--- config.mk ---
export PLATFORM = sky130hd
export DESIGN_NAME = seq_alu
export DESIGN_NICKNAME = d
export VERILOG_FILES = /design/src/rtl/seq_alu.sv
export SDC_FILE = /design/constraint.sdc
export NUM_CORES = 1
export LEC_CHECK = 0
export CORE_ASPECT_RATIO = 0.6
export CORE_MARGIN = 1
export CORE_UTILIZATION = 63
export DETAILED_ROUTE_END_ITERATION = 10
export DONT_BUFFER_PORTS = 1
export PLACE_DENSITY = 0.89
export SETUP_SLACK_MARGIN = 0.02
export SLEW_MARGIN = 20
export SYNTH_ARGS = -nofsm -noshare
export SYNTH_HDL_FRONTEND = slang
export SYNTH_SLANG_ARGS = --single-unit
--- constraint.sdc ---
create_clock -name clk -period 2.5 [get_ports clk]
set_input_delay 0.125 -clock clk [delete_from_list [all_inputs] [get_ports clk]]
set_output_delay 0.125 -clock clk [all_outputs]
set_load 0.005 [all_outputs]
--- src/rtl/seq_alu.sv ---
// Registered ALU with a valid/ready input handshake and a multi-cycle shift-add multiplier.
// Single-cycle ops respond on the accept edge; MUL returns after WIDTH iterations.
module seq_alu #(
    parameter int WIDTH = 4
) (
    input  logic             clk,
    input  logic             rst_n,
    input  logic             in_valid,
    output logic             in_ready,
    input  logic [3:0]       op,
    input  logic [WIDTH-1:0] a,
    input  logic [WIDTH-1:0] b,
    output logic             out_valid,
    output logic [WIDTH-1:0] result,
    output logic [WIDTH-1:0] result_hi,
    output logic             carry,
    output logic             zero,
    output logic             negative,
    output logic             overflow
);

    localparam int CW = $clog2(WIDTH);

    localparam logic [3:0] OP_ADD = 4'd0;
    localparam logic [3:0] OP_SUB = 4'd1;
    localparam logic [3:0] OP_INC = 4'd2;
    localparam logic [3:0] OP_DEC = 4'd3;
    localparam logic [3:0] OP_AND = 4'd4;
    localparam logic [3:0] OP_OR  = 4'd5;
    localparam logic [3:0] OP_XOR = 4'd6;
    localparam logic [3:0] OP_ASR = 4'd7;
    localparam logic [3:0] OP_LSL = 4'd8;
    localparam logic [3:0] OP_MUL = 4'd9;

    typedef enum logic {
        IDLE,
        MUL_RUN
    } state_t;

    state_t               state_q, state_d;
    logic                 accept;
    logic                 mul_done;
    logic [CW-1:0]        cnt;
    logic [WIDTH-1:0]     mcand;
    logic [2*WIDTH:0]     acc;
    logic [2*WIDTH:0]     acc_add;
    logic [2*WIDTH:0]     acc_next;
    logic [WIDTH:0]       mul_sum;

    logic [WIDTH-1:0]     opb;
    logic                 cin;
    logic [WIDTH:0]       sum;
    logic [WIDTH-1:0]     alu_res;
    logic                 alu_carry;
    logic                 alu_ov;

    assign in_ready = (state_q == IDLE);

    always_ff @(posedge clk or negedge rst_n) begin
        if (!rst_n) state_q <= IDLE;
        else        state_q <= state_d;
    end

    always_comb begin
        state_d  = state_q;
        accept   = 1'b0;
        mul_done = 1'b0;
        case (state_q)
            IDLE: begin
                accept = in_valid;
                if (in_valid && op == OP_MUL) state_d = MUL_RUN;
            end
            MUL_RUN: begin
                if (cnt == CW'(WIDTH - 1)) begin
                    mul_done = 1'b1;
                    state_d  = IDLE;
                end
            end
            default: state_d = IDLE;
        endcase
    end

    // Arithmetic ops share one adder: ADD/SUB/INC/DEC differ only in the second operand and carry-in.
    always_comb begin
        opb = '0;
        cin = 1'b0;
        case (op)
            OP_ADD:  opb = b;
            OP_SUB:  begin opb = ~b; cin = 1'b1; end
            OP_INC:  cin = 1'b1;
            OP_DEC:  opb = '1;
            default: opb = '0;
        endcase
        sum = {1'b0, a} + {1'b0, opb} + {{WIDTH{1'b0}}, cin};

        alu_res   = '0;
        alu_carry = 1'b0;
        alu_ov    = 1'b0;
        case (op)
            OP_ADD, OP_SUB, OP_INC, OP_DEC: begin
                alu_res   = sum[WIDTH-1:0];
                alu_carry = sum[WIDTH];
                alu_ov    = (a[WIDTH-1] == opb[WIDTH-1]) && (sum[WIDTH-1] != a[WIDTH-1]);
            end
            OP_AND: alu_res = a & b;
            OP_OR:  alu_res = a | b;
            OP_XOR: alu_res = a ^ b;
            OP_ASR: begin
                alu_res   = {a[WIDTH-1], a[WIDTH-1:1]};
                alu_carry = a[0];
            end
            OP_LSL: begin
                alu_res   = {a[WIDTH-2:0], 1'b0};
                alu_carry = a[WIDTH-1];
            end
            default: alu_res = '0;
        endcase
    end

    // acc holds {carry, product-high, multiplier}; each step adds then shifts the whole thing right.
    always_comb begin
        mul_sum  = {1'b0, acc[2*WIDTH-1:WIDTH]} + {1'b0, mcand};
        acc_add  = acc[0] ? {mul_sum, acc[WIDTH-1:0]} : acc;
        acc_next = {1'b0, acc_add[2*WIDTH:1]};
    end

    always_ff @(posedge clk or negedge rst_n) begin
        if (!rst_n) begin
            out_valid <= 1'b0;
            result    <= '0;
            result_hi <= '0;
            carry     <= 1'b0;
            zero      <= 1'b0;
            negative  <= 1'b0;
            overflow  <= 1'b0;
            mcand     <= '0;
            acc       <= '0;
            cnt       <= '0;
        end else begin
            out_valid <= 1'b0;
            if (accept) begin
                if (op == OP_MUL) begin
                    mcand <= a;
                    acc   <= {1'b0, {WIDTH{1'b0}}, b};
                    cnt   <= '0;
                end else begin
                    out_valid <= 1'b1;
                    result    <= alu_res;
                    result_hi <= '0;
                    carry     <= alu_carry;
                    zero      <= (alu_res == '0);
                    negative  <= alu_res[WIDTH-1];
                    overflow  <= alu_ov;
                end
            end
            if (state_q == MUL_RUN) begin
                acc <= acc_next;
                cnt <= cnt + CW'(1);
                if (mul_done) begin
                    out_valid <= 1'b1;
                    result    <= acc_next[WIDTH-1:0];
                    result_hi <= acc_next[2*WIDTH-1:WIDTH];
                    carry     <= 1'b0;
                    zero      <= (acc_next[2*WIDTH-1:0] == '0);
                    negative  <= acc_next[2*WIDTH-1];
                    overflow  <= (acc_next[2*WIDTH-1:WIDTH] != '0);
                end
            end
        end
    end

endmodule

# == Yosys cells after proc, flatten, opt, wreduce, memory -nomap -nowiden ==
# Index checks and enable logic that the tools add are counted.
# word_totals
in_bits,15
ff_bits,29
# op_classes
n_reduce_logical,12
n_addsub,4
bitwise_logic,5
n_eq_ne,12
muxes,46
# ops
cell,n
9-bit 2-to-1 mux,4
4-bit 2-to-1 mux,8
1-bit 2-to-1 mux,27
4-bit one-hot mux with 6 select lines,1
"4-bit by 3-bit == test with 1-bit output, second input constant",4
4-bit one-hot mux with 3 select lines,1
4-bit by 4-bit adder with 5-bit output,2
"4-bit by 2-bit == test with 1-bit output, second input constant",2
"4-bit == test, second input constant",2
4-bit zero test,2
8-bit zero test,1
2-bit 2-to-1 mux,3
5-bit by 1-bit adder with 5-bit output,1
4-bit bitwise AND,1
"4-bit by 1-bit == test with 1-bit output, second input constant",1
4-bit inverter,1
4-bit OR,1
2-bit AND reduction,2
2-bit nonzero test,2
4-bit nonzero test,1
4-bit OR reduction,1
4-bit XOR,1
1-bit one-hot mux with 3 select lines,1
"2-bit by 1-bit adder with 2-bit output, second input constant",1
7 further kinds,8

# == Depth between registers and ports, before layout ==
# logic_depth
ltp_word,11
depth_mapped,11

# == Worst setup path after synthesis ==
# No wires, ideal clock.
# synth_path
path_kind,input to register
from,input port op[1]
to,register zero
setup_time_ns,0.065
t_required_ns,2.435
slack_ns,0.004
t_arrival_ns,2.431
stages,11
path_cell_list,buf_2 > clkbuf_1 > or3_1 > a21oi_1 > fa_1 > fa_1 > xor2_1 > a221oi_2 > nor4b_4 > and2_1 > a31o_1
# synth_via
elab_chain_cells,10
elab_cells_between_ends,22
classes_between,add/sub: 2; eq/ne: 9; mux: 7; reduce/logical: 4
# synth_rtl
item,line_no,source
"start, declared",10,"input logic [3:0] op,"
"4-bit by 2-bit == test with 1-bit output, or another cell as far along","87, 99",
4-bit one-hot mux with 3 select lines / 2-bit OR reduction (equally long branches),n/a,
4-bit by 4-bit adder with 5-bit output / 1-bit 2-to-1 mux (equally long branches),"94, 87",
5-bit by 1-bit adder with 5-bit output,94,"sum = {1'b0, a} + {1'b0, opb} + {{WIDTH{1'b0}}, cin};"
4-bit one-hot mux with 6 select lines,99,case (op)
4-bit zero test,151,zero <= (alu_res == '0);
1-bit 2-to-1 mux *,142,if (op == OP_MUL) begin
1-bit 2-to-1 mux *,141,if (accept) begin
1-bit 2-to-1 mux,159,if (mul_done) begin
1-bit 2-to-1 mux *,156,if (state_q == MUL_RUN) begin
"end signal, assigned",151,
"end signal, assigned",164,zero <= (acc_next[2*WIDTH-1:0] == '0);
"end, declared",17,"output logic zero,"
# Mark *: on every way between the ends. The rest lies on a longest branch, timed or not.
# A chain may end at the register's enable or synchronous reset.

# == Final worst setup path ==
# layout_path
from,register mcand[0]
to,register zero
# layout_via
elab_chain_cells,5
# layout_rtl
item,line_no,source
"start, declared",44,logic [WIDTH-1:0] mcand;
"start signal, assigned",136,mcand <= '0;
"start signal, assigned",143,mcand <= a;
4-bit by 4-bit adder with 5-bit output,122,"mul_sum = {1'b0, acc[2*WIDTH-1:WIDTH]} + {1'b0, mcand};"
9-bit 2-to-1 mux,123,"acc_add = acc[0] ? {mul_sum, acc[WIDTH-1:0]} : acc;"
8-bit zero test,164,
1-bit 2-to-1 mux,159,
1-bit 2-to-1 mux,156,
# Every way passes these cells.

==> metrics.csv <==
metric;value;unit
outcome;finished clean;
vdd_ir_drop_max;705.0;uV
grt.total_usage;31.90;%
startpoint;mcand[0];
finalMaxSlewViolations;0;
pin_count;29;
antenna-diode-count;0;
timing_hold_violations_final;0;
ctsLongestPathBuffers;2;
finalNetCount;257;
dominant_register_cell_in_the_synthesized_netlist;sky130_fd_sc_hd__dfrtp_1;
worst-endpoint-required;2.67;ns
global_route.usage.met1;46.51;%
critical_path_slowest_stage_cell;sky130_fd_sc_hd__fa_1;
first_global_vias;1626;
global_route_overflow;0;
first_pass_iteration_count_of_the_detailed_router;5;
combPwrFrac;38.4;%
setup_viol_count_final;0;
fin_crit_sh;86.51;%
hold_class;in -> reg;
timing.critical_path.slowest_cell_delay;0.42;ns
post-route-worst-setup-slack;0.3372;ns
finalWeightedCongestion;0.8884;
cellPowerDensity;863.0;mW/mm^2
number_of_synthesized_flops_with_an_enable_pin;0;
synth_warnings;0;
die_x;75.43;um
grt_use_met3;8.534;%
number_of_violations_reported_at_the_end_of_detailed_routing_iteration_0;187;
grt_use_met2;50.00;%
clock_insertion_delay_worst_skew;0.27;ns
ys_ff_latch;28;
drt_wl_total;4784;um
num_cts_buffers;3;
dp_worst_setup_slack;0.1556;ns
syn_inst;221;
max_cap_violations;0;
placeableCoreArea;0.002965;mm^2
fmax;462.4;MHz
htree_num_levels;1;
worst-slew-pin-transition;0.4567;ns
setup.worst_path.class;reg -> reg;
remaining_drc_errors;0;
total_switching_power;0.7214;mW
total_leakage_power;0.9781;nW
buffer_ports.inserted;0;
finClkSkew;0.005890;ns
syn_area;0.002038;mm^2
drive_gt1_share;8.108;%
swShare;38.28;%
vias;1715;
number_of_antenna_violations_at_the_first_check_in_global_routing;0;
worst_r2r_startpoint;mcand[0];
relative_slew_margins;69.35;%
area_used_by_multi_input_combinational_logic;0.001214;mm^2
min_cycle_time_layout;2.163;ns
clk_pin_slew;0.10;ns
power.clock.fraction;18.7;%
area.growth.synth_to_final;7.121;%
post_drt_via_cell_ratio;6.496;
hpwlAfterDp;3646;um
hold-worst-slack;0.1404;ns
postRouteAntennaNets;0;
timing.hold.worst.start;op[1];
cts_root_buf;sky130_fd_sc_hd__clkbuf_8;
syn-num-nets;255;
intPower;1.163;mW
clock_net_sink_count;28;
synthArstFlopShare;100.0;%
grt_setup_unrepaired;no;
post_synth.cell_area_avg;9.223;um^2
crit_path_start_kind;flip-flop;
fin_tns_setup;0;ns
timing.critical_path.to_type;flip-flop;
ys_types;56;
die_y;46.06;um
regArea;700.7;um^2
crit_arrival;2.34;ns
die_area;0.003474;mm^2
cts_tree;done;
num-fill-cells;233;
std_cell_rows;15;
seq_power_share;42.8;%
initial_core_util;68.73;%
critical_path_peak_fanout;3;
grt_start_max_net_pins;29;
grt_pass1_wl;7935;um
drt-wirelength-per-cell;18.12;um
crit_chain;ha_1 > fa_1 > xnor2_1 > a21oi_1 > nor3_1 > a32o_1 > a31o_1;
globalRoute.busiestLayer;met2;
synth_sequential_area_ratio;34.38;%
routing by layer:
layer,part of all wire [%],up-vias
met1,45,822
met2,43,95
li1,-,788
met5,0,-
met4,0.56,0
met3,12,10
repair_timing:
action,CTS,global route
setup buffers,0,0
resized for setup,0,0
hold buffers,6,0
endpoints found under the hold margin,32,0
cells in the mapped netlist, drive strengths merged, types with 2 or more instances:
library cell	instances	area share (%)
a31oi	3	0.92
nor2b	3	1.3
nand2	23	4.2
nand2b	3	0.92
nor2	15	2.9
a21oi	19	5.4
xor2	2	0.86
o21ai	17	4.2
nor3	4	0.98
ha	16	9.8
a22oi	2	0.74
buf	9	2.9
fa	3	2.9
a21o	3	1.1
o22ai	4	1.2
nand3b	4	1.5
a211oi	2	0.74
and2	2	0.61
nand4	2	0.61
clkbuf	3	0.55
xnor2	3	1.3
inv	14	2.6
nand3	3	0.74
mux2	7	3.9
dfrtp	28	34
or3	4	1.2
a221oi	2	1.2
a22o	2	0.86
registers in the layout (all words and copies together), names as in the netlist:
register / flops
result: 4
result_hi: 4
acc: 8
state_q: 1
overflow: 1
carry: 1
cnt: 2
mcand: 4
out_valid: 1
negative: 1
zero: 1
cell usage in the layout (no fill, tap or decap), drive strengths merged, types with 4 or more instances in the layout:
master       Yosys  layout
ha              16      16
buf              9       4
dlygate4sd3      0       5
inv             14      14
nand2           23      23
o21ai           17      17
or3              4       4
dfrtp           28      28
nor2            15      15
a21oi           19      19
o22ai            4       4
mux2             7       7
nor3             4       4
nand3b           4       4
per-stage QoR:
stage                     power [mW]  util, %  instance area [um^2]  instances
after floorplan                1.315        -                  2039        221
after global placement         1.468    68.86                  2042        254
after detailed placement       1.507    68.86                  2042        254
after CTS                      1.882    73.63                  2183        264
after global routing           2.021    73.63                  2183        264
final                          1.884    73.63                  2183        264
cells by family after synthesis:
| family | count (synthesis) | synth area share, % |
|---|---|---|
| simple gates | 70 | 18.48 |
| compound gates | 64 | 20.69 |
| flops | 28 | 34.38 |
| buf+inv | 26 | 6.077 |
| fa+ha+maj | 19 | 12.77 |
| mux | 9 | 5.464 |
| xor+xnor | 5 | 2.149 |
power groups by stage:
stage	sequential [mW]	clock, mW	combinational [mW]
after floorplan	0.733	0	0.583
after global routing	0.838	0.372	0.811
final	0.807	0.353	0.724
after global placement	0.805	0	0.663
after CTS	0.804	0.359	0.719
after detailed placement	0.813	0	0.694
worst max-delay path, delay by kind of cell (launching register included):
family	cells	cell delay (ns)
xor gates and xnor gates	1	0.15
DFF	1	0.40
adders and majority gates	2	0.66
and+or+nand+nor	1	0.13
AOI/OAI and AO/OA	3	0.73
worst paths after layout:
| path | to | slack (ns) | depth (start not counted) |
|---|---|---|---|
| max | zero | 0.34 | 7 |
| min | carry | 0.14 | 3 |
| max reg2reg | zero | 0.34 | 7 |
| min reg2reg | cnt[0] | 0.48 | 1 |
| max in group asynchronous | cnt[1] | 2.06 | 2 |
| min in group asynchronous | zero | 0.28 | 2 |
final cells by class:
cell class | count | area share (%)
well taps | 42 | 2.407
repair buffers | 9 | 4.241
clock inverters | 1 | 1.375
flip-flops and latches | 28 | 32.09
clock buffers | 3 | 1.891
multi-input cells | 167 | 55.59
inverters | 14 | 2.407
(Power assumes the default switching activity.)
